[src/rtl/display_scan_bcd.sv]
// Binary-to-BCD converter (sequential double-dabble) feeding a 4-digit
// time-multiplexed display scan with leading-zero blanking.
module display_scan_bcd #(
   parameter int unsigned REFRESH_DIV = 50000,
   parameter int unsigned BIN_W       = 14
) (
   input  logic             clk,
   input  logic             rst,
   input  logic [BIN_W-1:0] value,
   input  logic             load,
   output logic             busy,
   output logic             ovf,
   output logic [3:0]       digit,
   output logic [3:0]       an
);

   localparam int unsigned CNT_W = (REFRESH_DIV > 1) ? $clog2(REFRESH_DIV) : 1;
   localparam int unsigned SC_W  = $clog2(BIN_W);
   localparam logic [CNT_W-1:0] CNT_LAST = CNT_W'(REFRESH_DIV - 1);
   localparam logic [SC_W-1:0]  SC_LAST  = SC_W'(BIN_W - 1);
   localparam logic [BIN_W-1:0] MAX_DEC  = BIN_W'(9999);

   localparam logic [1:0] S_IDLE  = 2'd0;
   localparam logic [1:0] S_SHIFT = 2'd1;
   localparam logic [1:0] S_DONE  = 2'd2;

   logic [1:0]       state_q, state_d;
   logic [BIN_W-1:0] bin_q, bin_d;
   logic [15:0]      bcd_q, bcd_d;
   logic [SC_W-1:0]  sc_q, sc_d;
   logic             pend_q, pend_d;
   logic [15:0]      disp_q, disp_d;
   logic             ovf_q, ovf_d;
   logic             busy_q, busy_d;
   logic [CNT_W-1:0] cnt_q, cnt_d;
   logic [1:0]       idx_q, idx_d;
   logic [3:0]       digit_q, digit_d;
   logic [3:0]       an_q, an_d;
   logic [15:0]      adj;
   logic             blank;

   // Conversion FSM: saturate on load, shift-add-3 for BIN_W cycles, commit atomically.
   always_comb begin
      state_d = state_q;
      bin_d   = bin_q;
      bcd_d   = bcd_q;
      sc_d    = sc_q;
      pend_d  = pend_q;
      disp_d  = disp_q;
      ovf_d   = ovf_q;
      adj     = bcd_q;
      case (state_q)
         S_IDLE: begin
            if (load) begin
               pend_d  = (value > MAX_DEC);
               bin_d   = pend_d ? MAX_DEC : value;
               bcd_d   = '0;
               sc_d    = '0;
               state_d = S_SHIFT;
            end
         end
         S_SHIFT: begin
            for (int i = 0; i < 4; i++) begin
               if (adj[4*i +: 4] >= 4'd5) adj[4*i +: 4] = adj[4*i +: 4] + 4'd3;
            end
            bcd_d = {adj[14:0], bin_q[BIN_W-1]};
            bin_d = {bin_q[BIN_W-2:0], 1'b0};
            sc_d  = sc_q + SC_W'(1);
            if (sc_q == SC_LAST) state_d = S_DONE;
         end
         S_DONE: begin
            disp_d  = bcd_q;
            ovf_d   = pend_q;
            state_d = S_IDLE;
         end
         default: state_d = S_IDLE;
      endcase
      busy_d = (state_d != S_IDLE);
   end

   // Free-running scan; outputs follow the next index and next display contents.
   always_comb begin
      cnt_d = cnt_q + CNT_W'(1);
      idx_d = idx_q;
      if (cnt_q == CNT_LAST) begin
         cnt_d = '0;
         idx_d = idx_q + 2'd1;
      end
      digit_d = disp_d[{idx_d, 2'b00} +: 4];
      case (idx_d)
         2'd1:    blank = (disp_d[15:4]  == 12'h000);
         2'd2:    blank = (disp_d[15:8]  == 8'h00);
         2'd3:    blank = (disp_d[15:12] == 4'h0);
         default: blank = 1'b0;
      endcase
      an_d = blank ? 4'hF : ~(4'b0001 << idx_d);
   end

   always_ff @(posedge clk) begin
      if (rst) begin
         state_q <= S_IDLE;
         bin_q   <= '0;
         bcd_q   <= '0;
         sc_q    <= '0;
         pend_q  <= 1'b0;
         disp_q  <= '0;
         ovf_q   <= 1'b0;
         busy_q  <= 1'b0;
         cnt_q   <= '0;
         idx_q   <= '0;
         digit_q <= 4'h0;
         an_q    <= 4'b1110;
      end else begin
         state_q <= state_d;
         bin_q   <= bin_d;
         bcd_q   <= bcd_d;
         sc_q    <= sc_d;
         pend_q  <= pend_d;
         disp_q  <= disp_d;
         ovf_q   <= ovf_d;
         busy_q  <= busy_d;
         cnt_q   <= cnt_d;
         idx_q   <= idx_d;
         digit_q <= digit_d;
         an_q    <= an_d;
      end
   end

   assign busy  = busy_q;
   assign ovf   = ovf_q;
   assign digit = digit_q;
   assign an    = an_q;

endmodule

[config.mk]
export PLATFORM = sky130hd
export DESIGN_NAME = display_scan_bcd
export DESIGN_NICKNAME = d
export VERILOG_FILES = /design/src/rtl/display_scan_bcd.sv
export SDC_FILE = /design/constraint.sdc
export NUM_CORES = 1
export LEC_CHECK = 0
export ABC_CLOCK_PERIOD_IN_PS = 1800
export BUFFER_PORTS_ARGS = -buffer_cell sky130_fd_sc_hd__buf_2
export CAP_MARGIN = 20
export CORE_UTILIZATION = 30
export DETAILED_ROUTE_END_ITERATION = 10
export GPL_ROUTABILITY_DRIVEN = 1
export SLEW_MARGIN = 25
export SYNTH_ARGS = -nofsm -noshare
export SYNTH_HDL_FRONTEND = slang
export SYNTH_SLANG_ARGS = --single-unit
export TNS_END_PERCENT = 5
[constraint.sdc]
create_clock -name clk -period 1.8 [get_ports clk]
set_clock_uncertainty 0.15 [all_clocks]
set_input_delay 0 -clock clk [delete_from_list [all_inputs] [get_ports clk]]
set_output_delay 0 -clock clk [all_outputs]
set_load 0.005 [all_outputs]
==> results_tabular.tex, run 1 <==
\begin{tabular}{lr}
\hline
Metric & Value \\
\hline
\multicolumn{2}{l}{\textbf{Layout}} \\
Area occupied by registers & 0.001635 sq mm \\
Diodes inserted & 0 \\
Post-Layout Cell Count & 677 \\
Layout cells sized above 1 & 22.79\% \\
Multi-input logic area & 0.002106 sq mm \\
Net count of the finished layout & 532 \\
Commonest cells after routing, fill and taps aside & 70 x sky130\_fd\_sc\_hd\_\_dfxtp\_1, 56 x sky130\_fd\_sc\_hd\_\_nor2\_1, 40 x sky130\_fd\_sc\_hd\_\_nand2\_1 \\
Area growth from synthesis to layout & 32.79\% \\
Post-route standard cell area excluding fillers & 0.004966 sq mm \\
FILL cells & 1183 \\
Most common cell after layout, fill and taps aside & sky130\_fd\_sc\_hd\_\_dfxtp\_1 \\
\multicolumn{2}{l}{\textbf{Timing}} \\
Tightest Pin Transition & 0.3986 ns \\
Worst hold slack after final layout & -0.005445 ns \\
Post-route minimum period & 1.787 ns \\
Post-Route Setup TNS & 0 ns \\
Relative slew slack & 73.18\% \\
Post-route clock period utilization & 99.28\% \\
Setup-violating endpoint count in the final report & 0 \\
Max frequency & 559.6 MHz \\
Final count of pins violating max slew & 0 \\
Setup repair after global routing missed its margin & true \\
Final count of hold timing violations & 1 \\
\multicolumn{2}{l}{\textbf{Power and ir drop}} \\
Power density over cell area & 859.8 mW/mm\^{}2 \\
Sw Share & 22.27\% \\
Clock share of power & 50.6\% \\
Switching power & 0.9507 mW \\
Worst vdd ir & 0.7710 mV \\
Combinational power share & 6.0\% \\
Power Internal & 3.319 mW \\
Sequential fraction of design power & 43.4\% \\
Static power due to leakage & 1.910 nW \\
\multicolumn{2}{l}{\textbf{Synth}} \\
Combined area of all synthesized cells & 0.003740 sq mm \\
Sequential area share after synthesis & 43.36\% \\
Fraction of post-synthesis cell area in the top cell type by area & 43.36\% \\
Leading cell types by total area after synthesis & sky130\_fd\_sc\_hd\_\_dfxtp\_1 43\%, sky130\_fd\_sc\_hd\_\_nor2\_1 5.6\%, sky130\_fd\_sc\_hd\_\_nand2\_1 4.0\%, sky130\_fd\_sc\_hd\_\_ha\_1 3.7\%, sky130\_fd\_sc\_hd\_\_a21oi\_1 3.6\% \\
Post-Synthesis Mean Instance Area & 8.519 sq um \\
Synth warnings & 0 \\
Number of distinct standard cells referenced by the synthesized netlist & 49 \\
Number of enable flip-flop cells after synthesis & 0 \\
Post-synthesis register bit count & 81 \\
Net Count, Synth & 467 \\
Primary FF master, synth & sky130\_fd\_sc\_hd\_\_dfxtp\_1 \\
Gate count of the mapped netlist & 439 \\
FFs w/ async S/R, synth & 0\% \\
Post-synthesis cell type with the largest combined area & sky130\_fd\_sc\_hd\_\_dfxtp\_1 \\
\multicolumn{2}{l}{\textbf{Floorplan}} \\
Die height & 113.7 um \\
Cell Rows & 40 \\
Area enclosed by the die boundary & 0.01292 sq mm \\
I/O pin count & 27 \\
Initial core utilization & 31.01\% \\
Die boundary width & 113.7 um \\
Placeable core region & 0.01206 sq mm \\
\multicolumn{2}{l}{\textbf{Drt}} \\
Number of iterations in the first detailed-routing pass & 4 \\
Mean routed wirelength per cell & 13.30 um \\
Routed via count & 3283 \\
Vias per inst & 4.849 \\
Antenna violation net count after detailed routing & 0 \\
Wirelength, routed & 9004 um \\
Number of design rule violations left after detail routing & 0 \\
Violation count after the first detailed-routing iteration & 144 \\
\multicolumn{2}{l}{\textbf{Global routing}} \\
Total grt overflow & 0 \\
Largest net degree at the start of global routing & 31 \\
Total global routing track utilization & 14.31\% \\
First-pass GRT wire length & 14710 um \\
Antenna violations before repair & 0 \\
Number of global-route vias before repair & 3260 \\
\multicolumn{2}{l}{\textbf{Min path}} \\
Beginning of the worst hold path & value[12] \\
Min-Delay Path Class & input port to flop \\
\multicolumn{2}{l}{\textbf{Setup path}} \\
WP data arrival & 1.93 ns \\
Critical Path End Type & flop \\
Critical Path RT & 1.94 ns \\
Reg2Reg Launch Point & cnt\_q[1] \\
Setup crit start kind & flop \\
Flop-to-flop setup slack & 0.01 ns \\
Classification of the worst setup path & flop to flop \\
Highest fanout seen on the critical path & 8 \\
Worst setup path start & cnt\_q[1] \\
\multicolumn{2}{l}{\textbf{Clock network}} \\
Largest buffer count on any clock path & 2 \\
Root Buffer Master & sky130\_fd\_sc\_hd\_\_clkbuf\_16 \\
Clock transition at the registers of the reported paths & 0.07 ns \\
Number of buffers created by CTS & 9 \\
CTS tree & yes \\
Latest clock arrival within the worst-skew pair & 0.35 ns \\
H-tree lvl count & 3 \\
Number of clock sinks seen by CTS & 81 \\
\multicolumn{2}{l}{\textbf{Job}} \\
Reported max-cap violation count & 0 \\
\multicolumn{2}{l}{\textbf{Outcome}} \\
Failing checks & negative hold slack \\
Outcome & finished with violations \\
\multicolumn{2}{l}{\textbf{Place}} \\
Final GP Congestion & 0.8066 \\
Cell count after placement & 645 \\
Number of port buffers & 26 \\
DPL Wire Length & 6079 um \\
Placed standard-cell area & 0.004304 sq mm \\
\hline
\end{tabular}
sequential cells by signal, indices dropped and copies added, names as in the netlist:
signal / cells
digit: 4
idx_q: 2
sc_q: 4
ovf: 1
an: 4
disp_q: 16
bin_q: 14
state_q: 2
cnt_q: 16
pend_q: 1
busy: 1
bcd_q: 16
Yosys cell counts (2+ instances only):
library cell                 n
sky130_fd_sc_hd__a21o_1      3
sky130_fd_sc_hd__nand2b_1   14
sky130_fd_sc_hd__a22oi_1    10
sky130_fd_sc_hd__a211oi_1    3
sky130_fd_sc_hd__inv_1      12
sky130_fd_sc_hd__nand2_1    40
sky130_fd_sc_hd__nand3_1    17
sky130_fd_sc_hd__ha_1       11
sky130_fd_sc_hd__a32oi_1     3
sky130_fd_sc_hd__o22ai_1    13
sky130_fd_sc_hd__and3_1      5
sky130_fd_sc_hd__o21ai_0    11
sky130_fd_sc_hd__buf_1       2
sky130_fd_sc_hd__nand4_1     5
sky130_fd_sc_hd__and2b_1     2
sky130_fd_sc_hd__a31oi_1     8
sky130_fd_sc_hd__o21a_1      2
sky130_fd_sc_hd__buf_2      10
sky130_fd_sc_hd__clkbuf_1   11
sky130_fd_sc_hd__buf_6       2
sky130_fd_sc_hd__o21ai_1     5
sky130_fd_sc_hd__a21oi_1    27
sky130_fd_sc_hd__nor4bb_1    2
sky130_fd_sc_hd__nor2_1     56
sky130_fd_sc_hd__xnor2_1    14
sky130_fd_sc_hd__or2_2       2
sky130_fd_sc_hd__and2_1      3
sky130_fd_sc_hd__mux2i_1     8
sky130_fd_sc_hd__nor3_1     13
sky130_fd_sc_hd__a2111oi_1   7
sky130_fd_sc_hd__o211ai_1    3
sky130_fd_sc_hd__dfxtp_1    81
sky130_fd_sc_hd__nor4_1      6
sky130_fd_sc_hd__nor3b_1     3
sky130_fd_sc_hd__nor2b_1     5
sky130_fd_sc_hd__xor2_1      7
repair_timing:
action / 4_1_cts / 5_1_grt
buffers inserted: 0 / 1
endpoints found under the setup margin: 8 / 14
endpoints found under the hold margin: 17 / 0
pin swaps: 0 / 10
hold buffers: 14 / 0
gates resized for setup: 2 / 29
gates cloned: 0 / 1
kinds of logic after synthesis:
logic type | Yosys count | synth area share, %
compound gates | 98 | 16.90
xor+xnor | 21 | 4.918
fa+ha+maj | 11 | 3.680
buf+inv | 39 | 5.052
flops | 81 | 43.36
mux | 9 | 2.743
simple gates | 180 | 23.35
worst paths after layout:
check	endpoint	cells after the start
setup / recovery	digit[2]	7
hold / removal	bin_q[12]	4
setup reg to reg	digit[2]	7
hold reg to reg	bin_q[0]	2
critical path, cell delays in order (launching register included):
cell	delay, ns
sky130_fd_sc_hd__dfxtp_2	0.32
sky130_fd_sc_hd__ha_2	0.18
sky130_fd_sc_hd__and3_4	0.19
sky130_fd_sc_hd__and4_4	0.23
sky130_fd_sc_hd__buf_8	0.15
sky130_fd_sc_hd__a2111oi_2	0.34
sky130_fd_sc_hd__a31oi_1	0.08
sky130_fd_sc_hd__nand3_1	0.10
area by class of cell:
cell class                 instances  area share (%)
inverter                          12          0.9070
multi-input combinational        320           42.40
timing repair buffer              80           12.47
tap                              168           4.233
clock buffer                       9           4.535
clock inverter                     7           2.520
sequential                        81           32.93
power groups by stage:
stage          clock [mW]  combinational (mW)  sequential (mW)
2_1_floorplan           0               0.142             1.89
3_3_place_gp            0               0.226             1.89
3_5_place_dp            0               0.229             1.89
4_1_cts              2.19               0.253             1.85
5_1_grt              2.26               0.281             1.86
6_report             2.16               0.255             1.85
metrics by stage:
| stage | setup slack (ns) | total power, mW | hold slack (ns) | util [%] |
|---|---|---|---|---|
| floorplan | 0.01989 | 2.032 | 0.01658 | - |
| global placement | -0.08284 | 2.118 | 0.1189 | 35.68 |
| detailed placement | -0.1102 | 2.123 | 0.1243 | 35.68 |
| CTS | 0.01281 | 4.294 | 0.001645 | 39.77 |
| global route | -0.05359 | 4.401 | 0.04824 | 41.17 |
| finish | 0.01304 | 4.270 | -0.005445 | 41.17 |
layer usage:
metal | wire, um | part of all wire (%) | global-route usage [%] | vias to the layer above
met5 | 0 | 0 | 0 | -
met4 | 167 | 1.9 | 5.702 | 0
met3 | 360 | 4.0 | 4.835 | 15
met2 | 4303 | 48 | 24.27 | 52
met1 | 4173 | 46 | 16.56 | 1537
li1 | - | - | - | 1679
Note: power is estimated with default switching activity, not from simulation.
==> inputs of run 2 (changes only) <==
- ABC_AREA: not set -> 1
==> run 2 against run 1 <==
The flow now finishes without violations. Final cell count is 13% higher. Sequential cell count unchanged. Synthesized cell count rose by 21%. Critical endpoint is now digit[1]. Maximum frequency up 6.4%. Largest power group is now registers. Sequential share of layout area rose by 0.82 points. Hold slack improved by 0.024 ns. Clock power is 21% lower. Register-to-register slack better by 0.11 ns. Critical path depth is 3 higher. Sequential power about the same. Count of clock-buffer cells in the layout stayed put. Largest cell class unchanged. Non-clock buffer count down 18.
==> results_tabular.tex, run 2 <==
\begin{tabular}{lr}
\hline
Metric & Value \\
\hline
\multicolumn{2}{l}{\textbf{Clock network}} \\
Root Buffer Master & sky130\_fd\_sc\_hd\_\_clkbuf\_16 \\
Number of clock sinks seen by CTS & 81 (unchanged) \\
Largest buffer count on any clock path & 2 (unchanged) \\
Latest clock arrival within the worst-skew pair & 0.34 ns (about the same) \\
Number of buffers created by CTS & 9 (unchanged) \\
H-tree lvl count & 3 (unchanged) \\
CTS tree & yes \\
Clock transition at the registers of the reported paths & 0.06 ns (about the same) \\
\multicolumn{2}{l}{\textbf{Power and ir drop}} \\
Static power due to leakage & 1.862 nW (-2.5\%) \\
Worst vdd ir & 0.4879 mV (-37\%) \\
Overall power & 3.845 mW (-10\%) \\
Power density over cell area & 797.1 mW/mm\^{}2 (-7.3\%) \\
\multicolumn{2}{l}{\textbf{Outcome}} \\
Outcome & complete, no violations \\
\multicolumn{2}{l}{\textbf{Synth}} \\
Number of distinct standard cells referenced by the synthesized netlist & 39 (-20\%) \\
Number of enable flip-flop cells after synthesis & 0 (unchanged) \\
Gate count of the mapped netlist & 529 (+21\%) \\
Most repeated cell in the gate-level netlist after synthesis & sky130\_fd\_sc\_hd\_\_nand2\_1 \\
Combined area of all synthesized cells & 0.003861 sq mm (+3.2\%) \\
Post-synthesis cell type with the largest combined area & sky130\_fd\_sc\_hd\_\_dfxtp\_1 \\
Post-Synthesis Mean Instance Area & 7.299 sq um (-14\%) \\
Sequential area share after synthesis & 42.00\% (-1.4 points) \\
FFs w/ async S/R, synth & 0\% (unchanged) \\
Synth warnings & 0 (unchanged) \\
Leading cell types by total area after synthesis & sky130\_fd\_sc\_hd\_\_dfxtp\_1 42\%, sky130\_fd\_sc\_hd\_\_nand2\_1 10\%, sky130\_fd\_sc\_hd\_\_nor2\_1 8.6\%, sky130\_fd\_sc\_hd\_\_inv\_1 5.6\%, sky130\_fd\_sc\_hd\_\_nand3\_1 4.5\% \\
Most frequent cells after synthesis & 107 x sky130\_fd\_sc\_hd\_\_nand2\_1, 88 x sky130\_fd\_sc\_hd\_\_nor2\_1, 81 x sky130\_fd\_sc\_hd\_\_dfxtp\_1, 58 x sky130\_fd\_sc\_hd\_\_inv\_1, 35 x sky130\_fd\_sc\_hd\_\_nand3\_1 \\
Fraction of post-synthesis cell area in the top cell type by area & 42.00\% (-1.4 points) \\
Post-synthesis register bit count & 81 (unchanged) \\
Net Count, Synth & 557 (+19\%) \\
Primary FF master, synth & sky130\_fd\_sc\_hd\_\_dfxtp\_1 \\
\multicolumn{2}{l}{\textbf{Min path}} \\
Min-Delay Path Class & input port to flop \\
Min-Delay Endpoint & bin\_q[12] \\
Beginning of the worst hold path & load \\
Hold Path Depth & 5 (+1) \\
\multicolumn{2}{l}{\textbf{Setup path}} \\
Classification of the worst setup path & flop to flop \\
Top cell by count, worst path & sky130\_fd\_sc\_hd\_\_nand2\_1 \\
Reg2Reg Launch Point & cnt\_q[0] \\
Highest fanout seen on the critical path & 9 (+1) \\
Destination of the worst register-to-register timing path & digit[1] \\
Setup crit start kind & flop \\
Critical Path End Type & flop \\
Path depth of the worst reg2reg path & 10 (+3) \\
Flop-to-flop setup slack & 0.12 ns (+0.11 ns) \\
Cells traversed along the worst timing path & ha\_4, nand3\_4, nor2\_4, nand3\_4, buf\_4, nand2\_4, nand2\_1, nand2\_1, nand2\_1, a21oi\_1 \\
Critical Path RT & 1.91 ns (-0.03 ns) \\
Largest incremental delay on the critical path & 0.36 ns (+0.02 ns) \\
WP data arrival & 1.79 ns (-0.14 ns) \\
Worst path slowest cell & sky130\_fd\_sc\_hd\_\_dfxtp\_2 \\
\multicolumn{2}{l}{\textbf{Global routing}} \\
Total global routing track utilization & 13.81\% (-0.50 points) \\
Total grt overflow & 0 (unchanged) \\
First-pass GRT wire length & 14590 um (-0.80\%) \\
Antenna violations before repair & 0 (unchanged) \\
Number of global-route vias before repair & 3254 (-0.18\%) \\
Largest net degree at the start of global routing & 34 (+9.7\%) \\
\multicolumn{2}{l}{\textbf{Layout}} \\
Commonest cells after routing, fill and taps aside & 106 x sky130\_fd\_sc\_hd\_\_nand2\_1, 85 x sky130\_fd\_sc\_hd\_\_nor2\_1, 76 x sky130\_fd\_sc\_hd\_\_dfxtp\_1 \\
Layout cells sized above 1 & 18.21\% (-4.6 points) \\
Post-route standard cell area excluding fillers & 0.004823 sq mm (-2.9\%) \\
Leading registers by flop count & bcd\_q: 16 flops, cnt\_q: 16 flops, disp\_q: 16 flops \\
Most common cell after layout, fill and taps aside & sky130\_fd\_sc\_hd\_\_nand2\_1 \\
Diodes inserted & 0 (unchanged) \\
Net count of the finished layout & 616 (+16\%) \\
Area growth from synthesis to layout & 24.92\% \\
\multicolumn{2}{l}{\textbf{Timing}} \\
Final count of hold timing violations & 0 (-1) \\
Max frequency & 595.2 MHz (+6.4\%) \\
Relative slew slack & 73.93\% (+0.75 points) \\
Setup repair after global routing missed its margin & true \\
Post-Route Setup TNS & 0 ns (unchanged) \\
Tightest Pin Transition & 0.3910 ns (-0.007578 ns) \\
Post-route clock period utilization & 93.33\% (-5.9 points) \\
Final count of pins violating max slew & 0 (unchanged) \\
Post-route minimum period & 1.680 ns (-0.1069 ns) \\
Setup-violating endpoint count in the final report & 0 (unchanged) \\
\multicolumn{2}{l}{\textbf{Drt}} \\
Routed via count & 3492 (+6.4\%) \\
Violation count after the first detailed-routing iteration & 127 (-12\%) \\
Vias per inst & 4.565 (-5.9\%) \\
Mean routed wirelength per cell & 11.01 um (-17\%) \\
Number of design rule violations left after detail routing & 0 (unchanged) \\
Antenna violation net count after detailed routing & 0 (unchanged) \\
Number of iterations in the first detailed-routing pass & 4 (unchanged) \\
Wirelength, routed & 8423 um (-6.5\%) \\
\multicolumn{2}{l}{\textbf{Floorplan}} \\
I/O pin count & 27 (unchanged) \\
Area enclosed by the die boundary & 0.01333 sq mm (+3.2\%) \\
Initial core utilization & 30.72\% (-0.28 points) \\
Cell Rows & 41 (+2.5\%) \\
Die boundary width & 115.5 um (+1.6\%) \\
Die height & 115.5 um (+1.6\%) \\
Placeable core region & 0.01257 sq mm (+4.2\%) \\
\multicolumn{2}{l}{\textbf{Place}} \\
Final GP Congestion & 0.8352 (+3.5\%) \\
DPL Wire Length & 6004 um (-1.2\%) \\
Placed standard-cell area & 0.004287 sq mm (-0.41\%) \\
Number of port buffers & 26 (unchanged) \\
\multicolumn{2}{l}{\textbf{Job}} \\
Reported max-cap violation count & 0 (unchanged) \\
\hline
\end{tabular}
[run 2: cell count changes after synthesis, sizes merged, moves of 8 or more]
cell    previous run  this run
o21ai             16        35
xnor2             14         2
clkbuf            11         3
nand2             41       119
o22ai             13         1
inv               12        61
nand3             17        38
nand2b            14         0
a31oi              8         0
o32ai              0        16
mux2i              8         0
nor2              56        96
[run 2: kinds of logic after synthesis]
logic type	share of synthesized area, %
flip-flops	42.00
AND/OR/NAND/NOR	31.17
adder cells (fa/ha/maj)	3.564
XOR/XNOR	2.009
AO/OA/AOI/OAI	13.19
buffers and inverters	8.069
[run 2: repair_timing]
action / CTS / global route
hold buffers: 15 / 0
gates resized for setup: 6 / 17
endpoints found under the hold margin: 17 / 0
pin swaps: 1 / 3
setup endpoints to repair: 6 / 10
buffers inserted: 0 / 3
[run 2: worst max-delay path, delay by kind of cell, from the launching register on]
family | cells | cell delay [ns]
and+or+nand+nor | 7 | 0.61
DFF | 1 | 0.36
buffers and inverters | 1 | 0.18
adders and majority gates | 1 | 0.16
AOI/OAI and AO/OA | 1 | 0.15
[run 2: area by class of cell]
| type | count | area (sq um) |
|---|---|---|
| clock buffer | 9 | 225.2 |
| tap | 172 | 215.2 |
| fill | 1293 | 7745 |
| timing repair buffer | 62 | 462.9 |
| sequential | 81 | 1628 |
| multi-input combinational | 373 | 2008 |
| inverter | 61 | 231.5 |
| clock inverter | 7 | 52.55 |
[run 2: worst max-delay path by stage]
stage / from / to / cells after the start
after floorplan: cnt_q[0] / an[1] / 8
after detailed placement: cnt_q[0] / an[1] / 8
after CTS: cnt_q[1] / an[1] / 10
after global placement: cnt_q[0] / an[3] / 8
final: cnt_q[0] / digit[1] / 10
after global routing: cnt_q[6] / digit[0] / 11
[run 2: per-layer routing]
layer | global-route usage [%] | wire length [um] | up-vias | part of all wire, %
met1 | 17.05 | 4024 | 1593 | 48
met3 | 3.033 | 330 | 9 | 3.9
met4 | 5.541 | 136 | 0 | 1.6
li1 | - | - | 1835 | -
met5 | 0 | 0 | - | 0
met2 | 23.35 | 3931 | 55 | 47
[run 2: stage by stage]
step	setup WS, ns	hold slack, ns	std cells	util [%]
2_1_floorplan	0.04731	-0.01128	529	-
3_3_place_gp	0.04766	0.08370	731	34.11
3_5_place_dp	-0.01994	0.09353	731	34.11
4_1_cts	0.01210	0.02942	762	37.75
5_1_grt	-0.02460	0.07545	765	38.38
6_report	0.1200	0.01820	765	38.38
[run 2: power by group]
part | internal (mW) | switching [mW] | leakage (nW) | total (mW)
sequential | 1.84 | 0.0276 | 0.658 | 1.87
clock | 0.945 | 0.759 | 0.137 | 1.70
combinational | 0.121 | 0.154 | 1.07 | 0.275
total | 2.90 | 0.940 | 1.86 | 3.84
